[config.mk]
export PLATFORM = sky130hd
export DESIGN_NAME = i2c_frame_decoder
export DESIGN_NICKNAME = d
export VERILOG_FILES = /design/src/rtl/i2c_frame_decoder.sv
export SDC_FILE = /design/constraint.sdc
export NUM_CORES = 1
export LEC_CHECK = 0
export CORE_MARGIN = 4
export CORE_UTILIZATION = 25
export DETAILED_ROUTE_END_ITERATION = 10
export PLACE_DENSITY = 0.4
export SLEW_MARGIN = 20
export SYNTH_ARGS = -nofsm -noshare
export SYNTH_HDL_FRONTEND = slang
export SYNTH_SLANG_ARGS = --single-unit
[constraint.sdc]
create_clock -name scl -period 3.4 [get_ports scl]
set_input_delay 0.68 -clock scl [delete_from_list [all_inputs] [get_ports scl]]
set_output_delay 0.68 -clock scl [all_outputs]
set_load 0.01 [all_outputs]
[src/rtl/i2c_frame_decoder.sv]
// -----------------------------------------------------------------------------
// i2c_frame_decoder
//
// Purpose:
//   Sits behind the I2C START/STOP detector and is clocked by bus SCL. It
//   deserialises each frame (7-bit address + R/W, address ACK, then data bytes
//   each followed by an ACK bit). It publishes one-cycle valid strobes, a
//   saturating per-frame byte count and frame status for the capture/log stage.
//
// Configuration macro:
//   I2C_ADDR_FILTER_EN - when defined, only frames addressed to MATCH_ADDR are
//                        decoded past the address byte. addr_match becomes a
//                        registered flag. When the macro is undefined, every
//                        frame is decoded and addr_match is tied high.
//
// Ports:
//   scl          in   clock, all state changes on posedge
//   resetn       in   asynchronous active-low reset
//   sda          in   raw SDA, sampled on posedge scl
//   start_pulse  in   START / repeated-START strobe (one SCL period)
//   stop_pulse   in   STOP strobe (one SCL period)
//   addr         out  last captured 7-bit address
//   rw           out  last captured R/W bit (1 = read)
//   addr_valid   out  one-cycle strobe: addr/rw updated
//   addr_match   out  address equals MATCH_ADDR (tied 1 without the filter)
//   data         out  last captured data byte
//   data_valid   out  one-cycle strobe: data updated
//   ack          out  last sampled ACK bit (0 = ACK, 1 = NACK)
//   ack_valid    out  one-cycle strobe: ack updated
//   byte_cnt     out  data bytes in the current frame, saturates at MAX_BYTES
//   busy         out  frame in progress
//   frame_done   out  one-cycle strobe on STOP while busy
//   ovf          out  sticky: more than MAX_BYTES bytes seen; cleared by START
// -----------------------------------------------------------------------------
module i2c_frame_decoder #(
  parameter int         MAX_BYTES  = 16,
  parameter int         CNT_W      = 5,
  parameter logic [6:0] MATCH_ADDR = 7'h50
) (
  input  logic             scl,
  input  logic             resetn,
  input  logic             sda,
  input  logic             start_pulse,
  input  logic             stop_pulse,
  output logic [6:0]       addr,
  output logic             rw,
  output logic             addr_valid,
  output logic             addr_match,
  output logic [7:0]       data,
  output logic             data_valid,
  output logic             ack,
  output logic             ack_valid,
  output logic [CNT_W-1:0] byte_cnt,
  output logic             busy,
  output logic             frame_done,
  output logic             ovf
);

`ifdef I2C_ADDR_FILTER_EN
  localparam logic FILTER_EN = 1'b1;
`else
  localparam logic FILTER_EN = 1'b0;
`endif

  typedef enum logic [2:0] {
    S_IDLE, S_ADDR, S_ADDR_ACK, S_DATA, S_DATA_ACK, S_SKIP
  } state_t;

  state_t state_reg, state_next;

  logic             prev_sda_reg;
  logic [6:0]       shreg_reg, shreg_next;
  logic [3:0]       bitcnt_reg, bitcnt_next;
  logic [6:0]       addr_reg, addr_next;
  logic             rw_reg, rw_next;
  logic             addr_valid_reg, addr_valid_next;
  logic [7:0]       data_reg, data_next;
  logic             data_valid_reg, data_valid_next;
  logic             ack_reg, ack_next;
  logic             ack_valid_reg, ack_valid_next;
  logic [CNT_W-1:0] byte_cnt_reg, byte_cnt_next;
  logic             busy_reg, busy_next;
  logic             frame_done_reg, frame_done_next;
  logic             ovf_reg, ovf_next;

  // A STOP only means something while a frame is open.
  logic stop_hit;
  // shreg holds the seven address bits at the capture edge.
  logic addr_hit;
  // Capture happens on the edge that brings the bit count to 8.
  logic last_bit;

  assign stop_hit = stop_pulse && busy_reg;
  assign addr_hit = !FILTER_EN || (shreg_reg == MATCH_ADDR);
  assign last_bit = (bitcnt_reg == 4'd7);

  // State register
  always_ff @(posedge scl or negedge resetn) begin
    if (!resetn) state_reg <= S_IDLE;
    else         state_reg <= state_next;
  end

  // Next-state logic. START wins over everything, so a same-edge START+STOP
  // lands in ADDR with the old frame closed by the STOP strobe.
  always_comb begin
    state_next = state_reg;
    if (start_pulse) begin
      state_next = S_ADDR;
    end else if (stop_hit) begin
      state_next = S_IDLE;
    end else begin
      case (state_reg)
        S_ADDR:     if (last_bit) state_next = addr_hit ? S_ADDR_ACK : S_SKIP;
        S_DATA:     if (last_bit) state_next = S_DATA_ACK;
        S_ADDR_ACK,
        S_DATA_ACK: state_next = sda ? S_SKIP : S_DATA;
        default:    state_next = state_reg;
      endcase
    end
  end

`ifdef I2C_ADDR_FILTER_EN
  logic addr_match_reg, addr_match_next;
  assign addr_match = addr_match_reg;
`else
  assign addr_match = 1'b1;
`endif

  // Output / datapath logic
  always_comb begin
    shreg_next      = shreg_reg;
    bitcnt_next     = bitcnt_reg;
    addr_next       = addr_reg;
    rw_next         = rw_reg;
    addr_valid_next = 1'b0;
    data_next       = data_reg;
    data_valid_next = 1'b0;
    ack_next        = ack_reg;
    ack_valid_next  = 1'b0;
    byte_cnt_next   = byte_cnt_reg;
    busy_next       = busy_reg;
    frame_done_next = 1'b0;
    ovf_next        = ovf_reg;
`ifdef I2C_ADDR_FILTER_EN
    addr_match_next = addr_match_reg;
`endif

    if (stop_hit) begin
      frame_done_next = 1'b1;
      busy_next       = 1'b0;
    end

    if (start_pulse) begin
      // The detector reports START one edge late: the address MSB is the
      // previous SDA sample, the current sample is bit 6.
      shreg_next    = {5'b0, prev_sda_reg, sda};
      bitcnt_next   = 4'd2;
      busy_next     = 1'b1;
      byte_cnt_next = '0;
      ovf_next      = 1'b0;
    end else if (!stop_hit) begin
      case (state_reg)
        S_ADDR, S_DATA: begin
          shreg_next  = {shreg_reg[5:0], sda};
          bitcnt_next = bitcnt_reg + 4'd1;
          if (last_bit) begin
            if (state_reg == S_ADDR) begin
              addr_next       = shreg_reg;
              rw_next         = sda;
              addr_valid_next = 1'b1;
`ifdef I2C_ADDR_FILTER_EN
              addr_match_next = addr_hit;
`endif
            end else begin
              data_next       = {shreg_reg, sda};
              data_valid_next = 1'b1;
              if (byte_cnt_reg == CNT_W'(MAX_BYTES)) ovf_next = 1'b1;
              else byte_cnt_next = byte_cnt_reg + 1'b1;
            end
          end
        end
        S_ADDR_ACK, S_DATA_ACK: begin
          ack_next       = sda;
          ack_valid_next = 1'b1;
          bitcnt_next    = 4'd0;
        end
        default: ;
      endcase
    end
  end

  // Datapath registers
  always_ff @(posedge scl or negedge resetn) begin
    if (!resetn) begin
      prev_sda_reg   <= 1'b0;
      shreg_reg      <= '0;
      bitcnt_reg     <= '0;
      addr_reg       <= '0;
      rw_reg         <= 1'b0;
      addr_valid_reg <= 1'b0;
      data_reg       <= '0;
      data_valid_reg <= 1'b0;
      ack_reg        <= 1'b0;
      ack_valid_reg  <= 1'b0;
      byte_cnt_reg   <= '0;
      busy_reg       <= 1'b0;
      frame_done_reg <= 1'b0;
      ovf_reg        <= 1'b0;
`ifdef I2C_ADDR_FILTER_EN
      addr_match_reg <= 1'b0;
`endif
    end else begin
      prev_sda_reg   <= sda;
      shreg_reg      <= shreg_next;
      bitcnt_reg     <= bitcnt_next;
      addr_reg       <= addr_next;
      rw_reg         <= rw_next;
      addr_valid_reg <= addr_valid_next;
      data_reg       <= data_next;
      data_valid_reg <= data_valid_next;
      ack_reg        <= ack_next;
      ack_valid_reg  <= ack_valid_next;
      byte_cnt_reg   <= byte_cnt_next;
      busy_reg       <= busy_next;
      frame_done_reg <= frame_done_next;
      ovf_reg        <= ovf_next;
`ifdef I2C_ADDR_FILTER_EN
      addr_match_reg <= addr_match_next;
`endif
    end
  end

  assign addr       = addr_reg;
  assign rw         = rw_reg;
  assign addr_valid = addr_valid_reg;
  assign data       = data_reg;
  assign data_valid = data_valid_reg;
  assign ack        = ack_reg;
  assign ack_valid  = ack_valid_reg;
  assign byte_cnt   = byte_cnt_reg;
  assign busy       = busy_reg;
  assign frame_done = frame_done_reg;
  assign ovf        = ovf_reg;

endmodule

==> impl_metrics.csv, run 1 <==
group,metric,value,unit
outcome,status,"finished clean",
timing,whs,0.464,ns
placement,io_buffers,32,
worst_setup_path,worstPathArrival,2.60,ns
power,p_leak,1.09,nW
yosys,synth-main-ff-cell,"dfrtp_1",
floorplan,row_count,32,
yosys,async_reset_ff_share,100,%
route,viasPerCell,4.49,
clock_tree,postCtsSetupBuffers,0,
timing,period_needed,2.42,ns
power,p_sw_share,25.6,%
timing,finalHoldViolations,0,
route,first_iter_violations,44,
clock_tree,path_clk_slew,0.08,ns
final_layout,largest_reg_flops,8,
yosys,synth-edff-count,0,
worst_setup_path,required,3.58,ns
clock_tree,cts_resized,0,
route,vias,1335,
grt,first_global_vias,1396,
worst_setup_path,reg2reg_depth,4,
timing,timing.fmax,0.413,GHz
clock_tree,ctsHoldBuffers,0,
hold_path,hp-class,"reg2reg",
power,combPwrFrac,10.9,%
worst_setup_path,crit_type,"in2reg",
clock_tree,clockBufferDepth,2,
timing,tightest_slew,0.954,ns
yosys,synth_area,0.00198,sq mm
grt,grt_usage,9.17,%
worst_setup_path,r2r_slack,1.40,ns
route,drt-total-wl,4110,um
final_layout,nNetsFinal,202,
route,detail-route-antenna-nets,0,
yosys,ys_ff_latch,43,
worst_setup_path,start_kind,"input pin",
yosys,syn-instance-count,164,
placement,hpwlAfterDp,2840,um
clock_tree,cts_tree,"done",
hold_path,hp-start,"prev_sda_reg",
timing,rsz0062_at_grt,"false",
grt,grt_pass1_wl,7050,um
final_layout,register_area,0.00108,sq mm
timing,drv_slew,0,
floorplan,die_y,97.0,um
timing,setup_viol,0,
floorplan,coreArea,0.00773,sq mm
grt,grt_max_degree,44,
floorplan,fp.dieW,97.0,um
timing,fin_crit_sh,71.2,%
power,pwr-share-seq,56.4,%
hold_path,hold-path-cell-count,2,
power,internal_power,0.000725,W
worst_setup_path,crit_fanout,14,
clock_tree,clk_latency,0.29,ns
power,power_frac_clock,32.7,%
power,p_per_area,398,mW/mm^2
grt,overflow,0,
timing,maxSlewHeadroom,36.4,%
floorplan,ios,34,
route,drc,0,
run,maxCapViolations,0,
worst_setup_path,worstReg2RegEnd,"addr[5]",
floorplan,start_util,25.6,%
final_layout,most-common-layout-cells,"dfrtp_1, clkdlybuf4s50_1, nor2_1, nand2_1, mux2_2",
placement,gp_congestion,0.756,
final_layout,n_antenna_cell,0,
clock_tree,clkSinkCount,43,
yosys,avgSynthCellArea,12.1,sq um
power,switchingPower,0.000250,W
route,first_pass_iters,4,
hold_path,hold_end,"shreg_reg[1]",
final_layout,drive_above_1_share,19.0,%
timing,skew,0.00336,ns
worst_setup_path,cp-startpoint,"stop_pulse",
final_layout,syn_to_final_growth,23.9,%
final_layout,fillers,784,
floorplan,die_area,0.00940,sq mm
yosys,synth_cell_types,47,
final_layout,final_common_cell,"dfrtp_1",
yosys,yosys_warnings,0,
route,route.detailed.wl_per_inst,13.8,um
timing,setup-tns-final,0,ns
clock_tree,cts_root_buf,"clkbuf_8",
worst_setup_path,reg2reg_from,"busy",
yosys,synth.net_count,172,
yosys,synth-seq-area-share,54.4,%
power,vdd_drop_max,0.151,mV
clock_tree,htree_levels,2,
grt,antenna_found_initial,0,
worst_setup_path,cp-end-kind,"flop",
final_layout,multiInputGateArea,806,sq um
clock_tree,cts_buffers,5,
==> layer usage <==
metal  GRT usage, %  wire [um]
met5              0          0
met4           3.56         57
met3           2.45        161
met2           13.8       1940
met1           12.5       1950
==> power groups by stage <==
stage          combinational (W)  clock, W  sequential, W
2_1_floorplan          0.0000654         0       0.000558
3_3_place_gp            0.000107         0       0.000560
3_5_place_dp            0.000109         0       0.000560
4_1_cts                 0.000110  0.000333       0.000550
5_1_grt                 0.000120  0.000355       0.000553
6_report                0.000106  0.000319       0.000550
==> final cells by class <==
cell class / instances / area share [%]
repair buffers: 35 / 13.8
multi-input cells: 104 / 32.9
well taps: 102 / 5.21
flip-flops and latches: 43 / 43.9
clock inverters: 2 / 0.510
clock buffers: 6 / 2.96
inverters: 5 / 0.766
==> cell usage after synthesis, types with 2 or more instances <==
master | count | area, sq um
a21o_1 | 2 | 15.0
inv_1 | 5 | 18.8
buf_1 | 2 | 7.51
nand2b_1 | 3 | 18.8
buf_4 | 2 | 15.0
nor2b_1 | 3 | 18.8
nor3_1 | 4 | 20.0
buf_2 | 2 | 10.0
nand3_1 | 4 | 20.0
mux2_2 | 10 | 113
clkbuf_1 | 3 | 11.3
mux2_4 | 8 | 120
mux2i_1 | 3 | 30.0
o311ai_0 | 2 | 17.5
nand3b_1 | 2 | 15.0
dfrtp_1 | 43 | 1080
or3_1 | 2 | 12.5
a21oi_1 | 9 | 45.0
nor2_1 | 11 | 41.3
o21ai_0 | 3 | 15.0
ha_1 | 3 | 37.5
buf_6 | 3 | 33.8
nand2_1 | 11 | 41.3
==> cells by family (layout without fill, tap and decap cells) <==
family	after synthesis	count (layout)	synth area share, %
AO/OA/AOI/OAI	25	25	8.73
XOR/XNOR	2	2	0.886
adder cells (fa/ha/maj)	3	3	1.90
buffers and inverters	17	48	4.87
flip-flops	43	43	54.4
multiplexers	22	22	13.9
other	1	1	0.190
AND/OR/NAND/NOR	51	51	15.2
==> critical path: stages <==
cell and delay (ns):
clkdlybuf4s50_1 0.41, and2_1 0.35, nand2b_4 0.28, or4_4 0.55
mux2_4 0.33
==> worst max-delay path by stage <==
stage,depth (start not counted),endpoint,slack [ns]
2_1_floorplan,7,addr[0],1.23
3_3_place_gp,5,addr[6],0.70
3_5_place_dp,5,rw,0.64
4_1_cts,5,rw,0.97
5_1_grt,5,addr[6],0.89
6_report,5,addr[5],0.98
==> metrics by stage <==
| step | utilization (%) | instance area [sq um] | std cells | total power (W) | worst slack, ns |
|---|---|---|---|---|---|
| floorplan | - | 1980 | 164 | 0.000623 | 1.23 |
| global placement | 30.6 | 2370 | 289 | 0.000667 | 0.704 |
| detailed placement | 30.6 | 2370 | 289 | 0.000669 | 0.643 |
| CTS | 31.7 | 2450 | 297 | 0.000993 | 0.969 |
| global route | 31.7 | 2450 | 297 | 0.00103 | 0.890 |
| finish | 31.7 | 2450 | 297 | 0.000975 | 0.980 |
(Power assumes the default switching activity.)
==> run 2: changes to the inputs <==
--- a/config.mk
+++ b/config.mk
@@ -8,7 +8,7 @@
 export CORE_MARGIN = 4
 export CORE_UTILIZATION = 25
 export DETAILED_ROUTE_END_ITERATION = 10
-export PLACE_DENSITY = 0.4
+export PLACE_DENSITY = 0.41
 export SLEW_MARGIN = 20
 export SYNTH_ARGS = -nofsm -noshare
 export SYNTH_HDL_FRONTEND = slang
==> constraint.sdc (replaced) <==
create_clock -name scl -period 2.15 [get_ports scl]
set_input_delay 0.43 -clock scl [delete_from_list [all_inputs] [get_ports scl]]
set_output_delay 0.43 -clock scl [all_outputs]
set_load 0.01 [all_outputs]
==> run 2 against run 1 <==
Against the previous run:
- clock power rose by 66%
- critical path depth decreased by 1
- utilization up 1.4 points
- non-clock buffer count is 12 higher
- critical endpoint is now addr[6]
- largest cell class unchanged
- register-to-register slack worse by 1.2 ns
- setup slack got worse by 0.80 ns
- via count rose by 4.6%
- sequential share of layout area is 1.9 points lower
- die area unchanged
==> impl_metrics.csv, run 2 (synthesis gave the netlist of run 1 again) <==
group,metric,value,unit
outcome,status,"finished clean",
hold_path,hp-class,"in2async",
clock_tree,ctsHoldBuffers,0,
timing,setup_viol,0,
floorplan,coreArea,0.00773,sq mm
timing,timing.fmax,0.509,GHz
clock_tree,cts_tree,"done",
route,viasPerCell,4.52,
grt,overflow,0,
placement,dp_slack,-0.0270,ns
route,first_pass_iters,4,
worst_setup_path,reg2reg_from,"bitcnt_reg[0]",
placement,hpwlAfterDp,3090,um
power,switchingPower,0.000419,W
power,pwr-share-seq,54.6,%
timing,rsz0062_at_grt,"false",
worst_setup_path,worstReg2RegEnd,"addr[6]",
final_layout,final_common_cell,"dfrtp_1",
floorplan,start_util,25.6,%
grt,first_global_vias,1513,
worst_setup_path,cp-startpoint,"bitcnt_reg[0]",
final_layout,drive_above_1_share,24.2,%
worst_setup_path,cp-end-kind,"flop",
clock_tree,path_clk_slew,0.09,ns
timing,fin_crit_sh,91.4,%
power,p_per_area,620,mW/mm^2
clock_tree,cts_buffers,5,
floorplan,die_area,0.00940,sq mm
worst_setup_path,cpPeakStageDelay,0.65,ns
clock_tree,clk_latency,0.30,ns
clock_tree,htree_levels,2,
power,combPwrFrac,12.1,%
worst_setup_path,worstPathArrival,2.14,ns
placement,gp_congestion,0.781,
clock_tree,cts_resized,0,
worst_setup_path,crit_chain,"ha_1 > nand3b_1 > or4_4 > mux2_4",
timing,drv_slew,0,
timing,setup-tns-final,0,ns
final_layout,nNetsFinal,214,
final_layout,largest_reg_flops,8,
power,vdd_drop_max,0.259,mV
worst_setup_path,crit_fanout,9,
worst_setup_path,crit_type,"reg2reg",
worst_setup_path,reg2reg_depth,4,
power,power_frac_clock,33.3,%
route,detail-route-antenna-nets,0,
floorplan,row_count,32,
timing,maxSlewHeadroom,66.1,%
worst_setup_path,start_kind,"flop",
worst_setup_path,worst_path_max_delay_cell,"or4_4",
final_layout,syn_to_final_growth,29.5,%
floorplan,die_y,97.0,um
clock_tree,cts_root_buf,"clkbuf_8",
timing,worst_slack,0.184,ns
power,internal_power,0.00117,W
final_layout,most-common-layout-cells,"dfrtp_1, clkdlybuf4s50_1, buf_4",
grt,grt_usage,9.55,%
clock_tree,clkSinkCount,43,
worst_setup_path,r2r_slack,0.18,ns
timing,finalHoldViolations,0,
timing,tightest_slew,0.509,ns
placement,io_buffers,32,
final_layout,n_antenna_cell,0,
worst_setup_path,required,2.33,ns
power,finalPower,0.00159,W
floorplan,ios,34,
grt,antenna_found_initial,0,
clock_tree,postCtsSetupBuffers,0,
timing,period_needed,1.97,ns
route,vias,1396,
route,route.detailed.wl_per_inst,13.7,um
power,p_sw_share,26.4,%
timing,skew,0.0108,ns
power,p_leak,1.16,nW
route,drt-total-wl,4230,um
grt,grt_max_degree,24,
grt,grt_pass1_wl,7520,um
run,maxCapViolations,0,
route,first_iter_violations,57,
route,drc,0,
clock_tree,clockBufferDepth,2,
floorplan,fp.dieW,97.0,um
-- run 2: metrics by stage --
stage,area (sq um),hold slack [ns],instances,util [%]
after floorplan,1980,0.134,164,-
after global placement,2470,0.433,301,31.9
after detailed placement,2470,0.441,301,31.9
after CTS,2560,0.104,309,33.2
after global routing,2560,0.128,309,33.2
final,2560,0.0882,309,33.2
-- run 2: how the worst max path moves through the flow --
| stage | slack, ns | end |
|---|---|---|
| after global routing | 0.06 | data[7] |
| after floorplan | 0.23 | addr[0] |
| after detailed placement | -0.03 | data[7] |
| after CTS | 0.17 | data[7] |
| after global placement | -0.01 | data[6] |
| final | 0.18 | addr[6] |
-- run 2: layout make-up --
cell class              instances  area (sq um)
inverters                       5          18.8
multi-input cells             104           806
flip-flops and latches         43          1080
repair buffers                 47           440
fillers                       778          5160
well taps                     102           128
clock inverters                 3          25.0
clock buffers                   5          68.8
-- run 2: critical path, delay by kind of cell (launching register included) --
| kind | cells | cell delay, ns |
|---|---|---|
| and+or+nand+nor | 2 | 0.84 |
| muxes | 1 | 0.33 |
| adders and majority gates | 1 | 0.26 |
| DFF | 1 | 0.41 |
-- run 2: routing by layer --
metal / vias to the layer above / GRT usage, % / wire [um]
met5: - / 0 / 0
met4: 0 / 2.81 / 58
met3: 8 / 2.96 / 235
met2: 48 / 15.6 / 2040
li1: 656 / - / -
met1: 684 / 12.2 / 1900
-- run 2: power by group through the flow --
stage	clock (W)	sequential, W	combinational (W)
finish	0.000530	0.000868	0.000192
global route	0.000585	0.000875	0.000212
CTS	0.000556	0.000869	0.000196
detailed placement	0	0.000884	0.000195
global placement	0	0.000883	0.000191
floorplan	0	0.000882	0.000103
==> run 3: changes to the inputs <==
--- a/config.mk
+++ b/config.mk
@@ -5,10 +5,11 @@
 export SDC_FILE = /design/constraint.sdc
 export NUM_CORES = 1
 export LEC_CHECK = 0
+export ABC_CLOCK_PERIOD_IN_PS = 2150
 export CORE_MARGIN = 4
 export CORE_UTILIZATION = 25
 export DETAILED_ROUTE_END_ITERATION = 10
-export PLACE_DENSITY = 0.41
+export PLACE_DENSITY = 0.48
 export SLEW_MARGIN = 20
 export SYNTH_ARGS = -nofsm -noshare
 export SYNTH_HDL_FRONTEND = slang
==> run 3 against run 2 <==
Against the previous run:
- sequential power about the same
- combinational power decreased by 3%
- global-route usage decreased by 0.52 points
- non-clock buffer count decreased by 1
- setup slack improved by 0.029 ns
- clock skew decreased by 0.0029 ns
- utilization increased by 0.40 points
- clock-buffer cell count increased by 1
- register-to-register slack improved by 0.03 ns
- final cell count decreased by 0.32%
- cell area increased by 1.2%
- critical path type unchanged
- critical endpoint is now addr[3]
- largest cell class unchanged
==> impl_metrics.csv, run 3 (synthesis gave the netlist of run 1 again) <==
group,metric,value,unit
outcome,status,"finished clean",
grt,grt_max_degree,35,
worst_setup_path,cpPeakStageDelay,0.64,ns
power,p_per_area,689,mW/mm^2
floorplan,ios,34,
clock_tree,postCtsSetupBuffers,0,
worst_setup_path,worstPathArrival,2.11,ns
final_layout,nNetsFinal,213,
power,finalPower,0.00179,W
placement,hpwlAfterDp,2850,um
floorplan,row_count,32,
worst_setup_path,start_kind,"flop",
placement,dp.cells,300,
power,switchingPower,0.000388,W
clock_tree,cts_buffers,5,
timing,timing.fmax,0.516,GHz
final_layout,final_cells,308,
clock_tree,clockBufferDepth,2,
clock_tree,htree_levels,2,
clock_tree,path_clk_slew,0.08,ns
final_layout,fin_util,33.6,%
power,power_frac_clock,41.1,%
timing,drv_slew,0,
worst_setup_path,worst_path_max_delay_cell,"or4_4",
final_layout,most-common-layout-cells,"dfrtp_1, clkdlybuf4s50_1, buf_4",
power,internal_power,0.00140,W
grt,grt_usage,9.04,%
clock_tree,clk_latency,0.29,ns
timing,fin_crit_sh,90.1,%
floorplan,fp.dieW,97.0,um
grt,grt_pass1_wl,6920,um
final_layout,syn_to_final_growth,31.1,%
power,p_sw_share,21.7,%
clock_tree,ctsHoldBuffers,0,
floorplan,die_y,97.0,um
floorplan,coreArea,0.00773,sq mm
grt,first_global_vias,1389,
route,drt-total-wl,3980,um
power,vdd_drop_max,0.263,mV
clock_tree,cts_resized,0,
grt,antenna_found_initial,0,
grt,overflow,0,
hold_path,hp-class,"in2async",
floorplan,die_area,0.00940,sq mm
route,route.detailed.wl_per_inst,12.9,um
worst_setup_path,crit_fanout,9,
placement,io_buffers,32,
route,first_iter_violations,43,
worst_setup_path,required,2.32,ns
worst_setup_path,crit_chain,"ha_1 > nand3b_1 > or4_4 > mux2_4",
clock_tree,cts_tree,"done",
clock_tree,cts_root_buf,"clkbuf_8",
route,viasPerCell,4.38,
timing,skew,0.00787,ns
timing,finalHoldViolations,0,
clock_tree,clkSinkCount,43,
power,p_leak,1.17,nW
placement,dp_slack,-0.0367,ns
timing,setup_viol,0,
timing,tightest_slew,0.756,ns
route,detail-route-antenna-nets,0,
final_layout,final_common_cell,"dfrtp_1",
worst_setup_path,crit_type,"reg2reg",
worst_setup_path,cp-end-kind,"flop",
timing,maxSlewHeadroom,49.6,%
placement,gp_congestion,0.723,
floorplan,start_util,25.6,%
timing,period_needed,1.94,ns
timing,whs,0.207,ns
final_layout,drive_above_1_share,23.3,%
timing,worst_slack,0.214,ns
route,drc,0,
final_layout,n_antenna_cell,0,
run,maxCapViolations,0,
power,combPwrFrac,10.4,%
timing,rsz0062_at_grt,"false",
route,first_pass_iters,4,
final_layout,largest_reg_flops,8,
route,vias,1349,
power,pwr-share-seq,48.5,%
run 3: cell types whose count changed in the layout (fill, tap and decap cells not counted), sizes merged:
cell | previous run | this run
buf | 16 | 15
bufinv | 0 | 2
clkbuf | 5 | 6
clkinv | 2 | 0
clkinvlp | 1 | 0
run 3: power by group through the flow:
| stage | Sequential [W] | Clock [W] | Combinational (W) |
|---|---|---|---|
| floorplan | 0.000882 | 0 | 0.000103 |
| global placement | 0.000884 | 0 | 0.000188 |
| detailed placement | 0.000883 | 0 | 0.000190 |
| CTS | 0.000867 | 0.000762 | 0.000191 |
| global route | 0.000873 | 0.000789 | 0.000208 |
| finish | 0.000867 | 0.000734 | 0.000186 |
run 3: cell type report:
class	instances	area, sq um
Fill cell	795	5130
Sequential cell	43	1080
Multi-Input combinational cell	104	806
Timing Repair Buffer	46	433
Tap cell	102	128
Clock buffer	6	72.6
Clock inverter	2	60.1
Inverter	5	18.8
run 3: worst max-delay path: cells and delay by family (launching register included):
family | cells | cell delay, ns
multiplexers | 1 | 0.33
AND/OR/NAND/NOR | 2 | 0.82
flip-flops | 1 | 0.40
adder cells (fa/ha/maj) | 1 | 0.26
run 3: path summary, 6_finish.rpt:
check                                    from      endpoint  slack (ns)  depth (start not counted)
min in group scl                 prev_sda_reg  shreg_reg[1]        0.47                          2
worst min register to register   prev_sda_reg  shreg_reg[1]        0.47                          2
max in group asynchronous              resetn  shreg_reg[0]        1.34                          2
worst min-delay path                   resetn       addr[0]        0.21                          1
worst max-delay path            bitcnt_reg[0]       addr[3]        0.21                          4
worst max register to register  bitcnt_reg[0]       addr[3]        0.21                          4
run 3: per-stage QoR:
stage | setup TNS, ns | instance area, sq um
6_report | 0 | 2590
3_3_place_gp | -0.0669 | 2460
4_1_cts | 0 | 2590
3_5_place_dp | -0.197 | 2460
5_1_grt | 0 | 2590
2_1_floorplan | 0 | 1980
run 3: routing by layer:
layer	wire, um	global-route usage (%)	share of wire (%)	vias to the layer above
met5	0	0	0	-
met1	1790	10.9	45	662
met3	199	3.10	5.0	7
li1	-	-	-	655
met2	1940	14.8	49	25
met4	57	3.56	1.4	0
